### src/rtl/vermibridge_pkg.sv
// Shared constants and small types for the byte-stream to Vermibus bridge.
package vermibridge_pkg;

    localparam logic [7:0] OP_WRITE = 8'h57;
    localparam logic [7:0] OP_READ  = 8'h52;
    localparam logic [7:0] ACK      = 8'h06;
    localparam logic [7:0] NAK      = 8'h15;

    localparam logic [2:0] ST_IDLE = 3'd0;
    localparam logic [2:0] ST_ADDR = 3'd1;
    localparam logic [2:0] ST_DATA = 3'd2;
    localparam logic [2:0] ST_BUS  = 3'd3;
    localparam logic [2:0] ST_RESP = 3'd4;

    typedef logic [1:0] byte_idx_t;
    typedef logic [2:0] resp_cnt_t;

endpackage

### src/rtl/vermibridge_if.sv
// Vermibus single-word data bus: initiator and target views.
interface vermibridge_if;

    logic        valid;
    logic [31:0] address;
    logic [3:0]  wstrobe;
    logic [31:0] wdata;
    logic [31:0] rdata;
    logic        ready;
    logic        irq;

    modport read_write_request (
        output valid, address, wstrobe, wdata,
        input  rdata, ready, irq
    );

    modport read_write_respond (
        input  valid, address, wstrobe, wdata,
        output rdata, ready, irq
    );

endinterface

### src/rtl/vermibridge.sv
// Host bridge: rx command bytes -> one Vermibus read/write -> tx status/data bytes.
// Bus access starts the cycle after the last command byte; rx is stalled during BUS and RESP.
module vermibridge
    import vermibridge_pkg::*;
#(
    parameter int unsigned TIMEOUT_CYCLES = 1024
) (
    input  logic                       clk,
    input  logic                       reset,
    vermibridge_if.read_write_request  bus,
    input  logic [7:0]                 rx_data,
    input  logic                       rx_valid,
    output logic                       rx_ready,
    output logic [7:0]                 tx_data,
    output logic                       tx_valid,
    input  logic                       tx_ready,
    output logic                       busy
);

    localparam logic [31:0] TO_LAST = 32'(TIMEOUT_CYCLES - 1);

    logic [2:0]  state;
    byte_idx_t   idx;
    resp_cnt_t   resp_cnt;
    logic        is_write;
    logic [31:0] addr_q;
    logic [31:0] wdata_q;
    logic [31:0] rsp_sh;
    logic [31:0] wait_cnt;
    logic        rx_fire;
    logic        timeout_hit;

    assign rx_ready = reset && (state == ST_IDLE || state == ST_ADDR || state == ST_DATA);
    assign rx_fire  = rx_valid && rx_ready;
    assign busy     = reset && (state != ST_IDLE);

    // Bus outputs decode straight from held registers, so they cannot move during a stall.
    assign bus.valid   = (state == ST_BUS);
    assign bus.address = {addr_q[31:2], 2'b00};
    assign bus.wstrobe = (state == ST_BUS && is_write) ? 4'b1111 : 4'b0000;
    assign bus.wdata   = wdata_q;

    assign timeout_hit = (TIMEOUT_CYCLES != 0) && (wait_cnt == TO_LAST);

    wire unused_bits = ^{bus.irq, addr_q[1:0]};

    always_ff @(posedge clk) begin
        if (!reset) begin
            state    <= ST_IDLE;
            idx      <= '0;
            resp_cnt <= '0;
            is_write <= 1'b0;
            addr_q   <= '0;
            wdata_q  <= '0;
            rsp_sh   <= '0;
            wait_cnt <= '0;
            tx_data  <= '0;
            tx_valid <= 1'b0;
        end else begin
            case (state)
                ST_IDLE: begin
                    if (rx_fire) begin
                        if (rx_data == OP_WRITE || rx_data == OP_READ) begin
                            is_write <= (rx_data == OP_WRITE);
                            idx      <= '0;
                            state    <= ST_ADDR;
                        end else begin
                            tx_data  <= NAK;
                            tx_valid <= 1'b1;
                            resp_cnt <= 3'd1;
                            state    <= ST_RESP;
                        end
                    end
                end
                ST_ADDR: begin
                    if (rx_fire) begin
                        addr_q[{idx, 3'b000} +: 8] <= rx_data;
                        idx <= idx + 2'd1;
                        if (idx == 2'd3) begin
                            wait_cnt <= '0;
                            state    <= is_write ? ST_DATA : ST_BUS;
                        end
                    end
                end
                ST_DATA: begin
                    if (rx_fire) begin
                        wdata_q[{idx, 3'b000} +: 8] <= rx_data;
                        idx <= idx + 2'd1;
                        if (idx == 2'd3) begin
                            wait_cnt <= '0;
                            state    <= ST_BUS;
                        end
                    end
                end
                ST_BUS: begin
                    if (bus.ready) begin
                        rsp_sh   <= bus.rdata;
                        tx_data  <= ACK;
                        tx_valid <= 1'b1;
                        resp_cnt <= is_write ? 3'd1 : 3'd5;
                        state    <= ST_RESP;
                    end else if (timeout_hit) begin
                        tx_data  <= NAK;
                        tx_valid <= 1'b1;
                        resp_cnt <= 3'd1;
                        state    <= ST_RESP;
                    end else begin
                        wait_cnt <= wait_cnt + 32'd1;
                    end
                end
                ST_RESP: begin
                    if (tx_ready) begin
                        if (resp_cnt == 3'd1) begin
                            tx_valid <= 1'b0;
                            state    <= ST_IDLE;
                        end else begin
                            // Read data drains LSB first straight behind the ACK.
                            tx_data  <= rsp_sh[7:0];
                            rsp_sh   <= {8'h00, rsp_sh[31:8]};
                            resp_cnt <= resp_cnt - 3'd1;
                        end
                    end
                end
                default: state <= ST_IDLE;
            endcase
        end
    end

endmodule

### src/flat_wrapper.sv
// flat-port wrapper written by rule: the top's interface ports become plain ports
module vermibridge_flat import vermibridge_pkg::*;
#(
    parameter int unsigned TIMEOUT_CYCLES = 1024
)
  (clk, reset, rx_data, rx_valid, rx_ready, tx_data, tx_valid, tx_ready, busy, bus_valid, bus_address, bus_wstrobe, bus_wdata, bus_rdata, bus_ready, bus_irq);
  vermibridge_if bus_i ();
  input  logic clk;
  input  logic reset;
  input  logic [7:0] rx_data;
  input  logic rx_valid;
  output logic rx_ready;
  output logic [7:0] tx_data;
  output logic tx_valid;
  input  logic tx_ready;
  output logic busy;
  output wire logic [$bits(bus_i.valid)-1:0] bus_valid;
  output wire logic [$bits(bus_i.address)-1:0] bus_address;
  output wire logic [$bits(bus_i.wstrobe)-1:0] bus_wstrobe;
  output wire logic [$bits(bus_i.wdata)-1:0] bus_wdata;
  input wire logic [$bits(bus_i.rdata)-1:0] bus_rdata;
  input wire logic [$bits(bus_i.ready)-1:0] bus_ready;
  input wire logic [$bits(bus_i.irq)-1:0] bus_irq;
  assign bus_valid = bus_i.valid;
  assign bus_address = bus_i.address;
  assign bus_wstrobe = bus_i.wstrobe;
  assign bus_wdata = bus_i.wdata;
  assign bus_i.rdata = bus_rdata;
  assign bus_i.ready = bus_ready;
  assign bus_i.irq = bus_irq;
  vermibridge #(.TIMEOUT_CYCLES(TIMEOUT_CYCLES)) u_core (.clk(clk), .reset(reset), .bus(bus_i), .rx_data(rx_data), .rx_valid(rx_valid), .rx_ready(rx_ready), .tx_data(tx_data), .tx_valid(tx_valid), .tx_ready(tx_ready), .busy(busy));
endmodule
### config.mk
export PLATFORM = sky130hd
export DESIGN_NAME = vermibridge_flat
export DESIGN_NICKNAME = d
export VERILOG_FILES = /design/src/rtl/vermibridge_pkg.sv /design/src/rtl/vermibridge_if.sv /design/src/rtl/vermibridge.sv /design/src/flat_wrapper.sv
export SDC_FILE = /design/constraint.sdc
export NUM_CORES = 1
export LEC_CHECK = 0
export CORE_MARGIN = 2
export CORE_UTILIZATION = 50
export DETAILED_ROUTE_END_ITERATION = 10
export HOLD_SLACK_MARGIN = 0.05
export PLACE_DENSITY = 0.78
export SYNTH_ARGS = -nofsm -noshare
export SYNTH_HDL_FRONTEND = slang
export SYNTH_SLANG_ARGS = --single-unit
### constraint.sdc
create_clock -name clk -period 2.5 [get_ports clk]
set_input_delay 0.25 -clock clk [delete_from_list [all_inputs] [get_ports clk]]
set_output_delay 0.25 -clock clk [all_outputs]
set_load 0.01 [all_outputs]
==> metrics.yaml, run 1 <==
outcome: "finished clean"
wl_per_cell_um: 14.8
post_cts_buffers: 0
hpwl_um: 11100
rows: 41
worst_setup_path_start_kind: "register"
drt_first_pass_iters: 5
timing.final.ws_setup_ns: 0.138
fin_crit_ns: 2.36
clockBufferDepth: 2
async_reset_ff_share_pct: 0
multi_input_area_um2: 3200
ant_nets: 0
cts_inserted_buffers: 17
path_clk_slew_ns: 0.06
mostFrequentLayoutCell: "nand2_1"
core_um2: 12600
cp_max_fo: 13
dieArea_um2: 13700
post-route-util_pct: 67.7
ctsResizeCount: 0
die_x_um: 117
start_util_pct: 50.8
ys_ff_latch: 144
crit_type: "register to output port"
place_ws_ns: 0.190
synth_area_leader_cell: "dfxtp_1"
insertion_delay_ns: 0.42
tightestPinTransition_ns: 0.556
grt_pass1_vias: 5479
setup_tns_ns: 0
cts-root-buf: "clkbuf_16"
syn_area_per_cell_um2: 7.91
remaining_drc_errors: 0
first_iter_violations: 557
synth_cells: 807
numClockSinks: 144
netlist_area_um2: 6380
vias: 6056
fmax_mhz: 423
leakage_uw: 0.00290
synth_top_area_share_pct: 45.1
slew_viol_final: 0
relSlewSlack_pct: 62.8
synth.yosys.seq_area_share_pct: 45.1
cts_hold_buf: 0
grt_max_degree: 110
io_pins: 126
place_congestion: 0.870
nets: 976
power_density_nw_per_um2: 652
viasPerCell: 5.48
seq_area_um2: 2880
maxCapViolations: 0
ir_drop_v: 0.000587
synth_warnings: 0
htree_levels: 4
fin_total_pwr_uw: 5550
die_h_um: 117
fin_skew_ns: 0.00746
synth_top_flop_cell: "dfxtp_1"
fill_cells: 1025
antennaDiodeCount: 0
final_cell_mix: "nand2_1 (170), dfxtp_1 (144), clkdlybuf4s50_1 (122)"
gr-total-overflow: 0
grtUsageTotal_pct: 24.6
hold_viol_final: 0
port-buffer-count: 122
synth_area_leaders: "dfxtp_1 (45%), nand2_1 (10%), a21oi_1 (7.2%)"
min_period_over_period_pct: 94.5
grt_pass1_wl_um: 26700
layout-drive-gt1-share_pct: 8.25
area_growth_pct: 33.4
ys_types: 58
setup_violations: 0
antenna_found_initial: 0
synth_edf_count: 0
wl_um: 16400
crit_path_end_kind: "output port"
arrival_ns: 2.11
hold_path.class: "input port to register"
rsz0062_at_grt: "false"
cts_tree: "done"
cp.required_ns: 2.25
[cells in the mapped netlist (all sizes together) (4+ instances only)]
master,instances
nand2,170
dfxtp,144
a21oi,92
nand3,91
nor2,56
clkbuf,45
a311oi,26
buf,18
o21ai,16
and2,11
inv,10
nor3,10
o211ai,10
xor2,10
ha,9
nand4,7
xnor2,7
and3,6
nor4,6
or4,6
nand2b,5
or3,5
and4,4
nor3b,4
[power breakdown]
part	internal (uW)	switching, uW	total [uW]
Clock	1890	927	2810
Combinational	173	204	377
Sequential	2340	25.4	2360
Total	4400	1160	5550
[sequential cells by signal, summed over array words and instances (netlist names), 2 cells and up]
register,flops
u_core.addr_q,30
u_core.bus.wdata,32
u_core.idx,2
u_core.state,3
u_core.wait_cnt,32
u_core.resp_cnt,3
u_core.tx_data,8
u_core.rsp_sh,32
[final cells by class]
type | count | area share, %
clock buffer | 20 | 5.25
clock inverter | 11 | 2.48
inverter | 10 | 0.456
multi-input combinational | 591 | 37.6
sequential | 144 | 33.9
tap | 172 | 2.53
timing repair buffer | 157 | 17.9
[critical path: stages (launching register included)]
cell,delay (ns)
dfxtp_1,0.54
and3b_1,0.26
buf_4,0.19
and2_2,0.23
clkdlybuf4s50_1,0.48
[layer usage]
metal / up-vias / part of all wire, % / global-route usage (%)
li1: 3048 / - / -
met1: 2818 / 46 / 33.6
met2: 169 / 47 / 38.7
met3: 21 / 5.7 / 6.23
met4: 0 / 1.2 / 6.90
met5: - / 0 / 0
[stage by stage]
stage                     instance area [um2]  hold slack [ns]  std cells
after floorplan                          6390            0.402        808
after global placement                   7860            0.439       1074
after detailed placement                 7860            0.445       1074
after CTS                                8510            0.388       1105
after global routing                     8510            0.409       1105
final                                    8510            0.397       1105
[path summary, 6_finish.rpt]
check	from	end	slack (ns)	depth (start not counted)
worst min-delay path	bus_rdata[27]	u_core.rsp_sh[27]	0.40	3
worst max register to register	u_core.wait_cnt[0]	u_core.wait_cnt[26]	0.19	7
worst max-delay path	u_core.state[2]	bus_wstrobe[1]	0.14	4
worst min register to register	u_core.rsp_sh[28]	u_core.rsp_sh[28]	0.45	2
[cells by family after synthesis]
| family | share of synthesized area [%] |
|---|---|
| simple gates | 28.9 |
| compound gates | 16.2 |
| flops | 45.1 |
| buf+inv | 4.94 |
| xor+xnor | 2.33 |
| fa+ha+maj | 1.76 |
| mux | 0.647 |
| other cells | 0.0587 |
Power figures use the tool's default switching activity.
==> run 2, diff against run 1 <==
Settings changed: CORE_MARGIN 2 to 5, CTS_CLUSTER_SIZE set to 40.
==> run 2 against run 1 <==
Net effect:
- maximum frequency up 2.2%
- sequential power hardly changed
- sequential share of layout area increased by 0.15 points
- count of clock-buffer cells in the layout is 1 higher
- critical path type is now register to register
- highest routed layer unchanged
==> metrics.yaml, run 2 (synthesized netlist as in run 1, its figures left out) <==
r2r_start: "u_core.wait_cnt[0]"
rsz0062_at_grt: "false"
start_util_pct: 50.8  # unchanged
critPathSlowestCell: "or4_4"
r2r_slack_ns: 0.19  # about the same
hold_path.class: "input port to register"
post_cts_buffers: 0  # unchanged
place_congestion: 0.872  # +0.16%
r2r-end: "u_core.wait_cnt[26]"
mostFrequentLayoutCell: "nand2_1"
whs_endpoint: "u_core.rsp_sh[27]"
power_density_nw_per_um2: 640  # -1.8%
nets: 975  # -0.10%
dpl_cell_area_um2: 7850  # about the same
dieArea_um2: 15100  # +11%
final_area_um2: 8480  # -0.44%
min_period_over_period_pct: 92.4  # -2.1 points
critical_path.top_delay_family: "simple AND/OR/NAND/NOR gates"
crit_path_end_kind: "register"
drt_first_pass_iters: 6  # +1
remaining_drc_errors: 0  # unchanged
hpwl_um: 11500  # +3.5%
fin_skew_ns: 0.0101  # +0.00266 ns
cts_hold_buf: 0  # unchanged
grt_pass1_wl_um: 28000  # +4.8%
relSlewSlack_pct: 65.4  # +2.6 points
critPathBufInv: 0  # -2
worstHoldPathCells: 3  # unchanged
area_growth_pct: 32.8
wl_um: 16800  # +2.7%
cts_inserted_buffers: 17  # unchanged
place_ws_ns: 0.212  # +0.0219 ns
arrival_ns: 2.65  # +0.54 ns
startpoint: "u_core.wait_cnt[0]"
path_cells: "ha_1, nand3_2, or4_4, nor2_4, o21ai_2, or4_1, a21oi_1"
htree_levels: 4  # unchanged
first_iter_violations: 445  # -20%
viasPerCell: 5.48  # about the same
gr-total-overflow: 0  # unchanged
ctsResizeCount: 0  # unchanged
die_x_um: 123  # +5.1%
leakage_uw: 0.00288  # -0.83%
vias: 6055  # -0.017%
wl_per_cell_um: 15.2  # +2.8%
tightestPinTransition_ns: 0.517  # -0.0399 ns
worst_setup_path_start_kind: "register"
critPathMaxStageDelay_ns: 0.57  # +0.03 ns
antenna_found_initial: 0  # unchanged
grtUsageTotal_pct: 23.0  # -1.5 points
numClockSinks: 144  # unchanged
clockBufferDepth: 2  # unchanged
rows: 41  # unchanged
slew_viol_final: 0  # unchanged
final_cell_mix: "nand2_1 (170), dfxtp_1 (144), clkdlybuf4s50_1 (122)"
path_clk_slew_ns: 0.06  # about the same
setup_tns_ns: 0  # unchanged
die_h_um: 123  # +5.1%
layout-drive-gt1-share_pct: 8.15  # -0.098 points
io_pins: 126  # unchanged
antennaDiodeCount: 0  # unchanged
cts_tree: "done"
hold_viol_final: 0  # unchanged
port-buffer-count: 122  # unchanged
cp_max_fo: 12  # -1
hold_start: "bus_rdata[27]"
grt_pass1_vias: 5788  # +5.6%
crit_type: "register to register"
setup_violations: 0  # unchanged
timing.final.ws_setup_ns: 0.189  # +0.0518 ns
insertion_delay_ns: 0.42  # about the same
stdcell_count: 1104  # -0.090%
dp.cells: 1073  # -0.093%
ir_drop_v: 0.000436  # -26%
fin_crit_ns: 2.31  # -0.0518 ns
r2r_cells: 7  # unchanged
outcome: "finished clean"
maxCapViolations: 0  # unchanged
core_um2: 12600  # unchanged
cp.required_ns: 2.84  # +0.59 ns
ant_nets: 0  # unchanged
grt_max_degree: 109  # -0.91%
fmax_mhz: 433  # +2.2%
cts-root-buf: "clkbuf_16"
-- run 2: cell types whose count changed in the layout (fill, tap and decap cells not counted) --
cell / change
buf_4: -1
and2_1: +1
clkbuf_1: -1
clkbuf_8: +2
bufinv_16: -2
clkinvlp_4: +1
and2_2: -1
-- run 2: power breakdown --
| part | total (uW) | leakage [uW] | internal (uW) | switching, uW |
|---|---|---|---|---|
| combinational | 383 | 0.00141 | 175 | 208 |
| sequential | 2360 | 0.00116 | 2340 | 21.8 |
| clock | 2690 | 0.000305 | 1740 | 946 |
-- run 2: worst max-delay path by stage --
stage                               end  slack, ns  cells after the start
floorplan           u_core.wait_cnt[26]       0.45                      7
CTS                 u_core.wait_cnt[26]       0.20                      7
global placement    u_core.wait_cnt[26]       0.26                      7
detailed placement  u_core.wait_cnt[26]       0.21                      7
finish              u_core.wait_cnt[26]       0.19                      7
global route        u_core.wait_cnt[26]       0.08                      7
-- run 2: cell type report --
type,count,area (um2)
clock buffer,21,470
clock inverter,10,159
fill,1049,4090
inverter,10,38.8
multi-input combinational,591,3200
sequential,144,2880
tap,172,215
timing repair buffer,156,1510
-- run 2: worst reg2reg max path, cell delays in order (launching register included) --
cell     delay, ns
dfxtp_1       0.38
ha_1          0.22
nand3_2       0.11
or4_4         0.57
nor2_4        0.14
o21ai_2       0.15
or4_1         0.52
a21oi_1       0.16
-- run 2: metrics by stage --
stage          hold slack (ns)  util [%]  power [uW]
6_report                 0.395      67.4        5430
5_1_grt                  0.394      67.4        5610
4_1_cts                  0.379      67.4        5460
3_5_place_dp             0.446      62.4        2790
3_3_place_gp             0.439      62.4        2780
2_1_floorplan            0.402         -        2610
-- run 2: routing by layer --
layer,global-route usage [%],wire (um),vias up
met5,0,0,-
met4,7.82,285,0
met3,6.72,948,27
met2,36.0,8000,167
met1,30.6,7600,2815
li1,-,-,3046
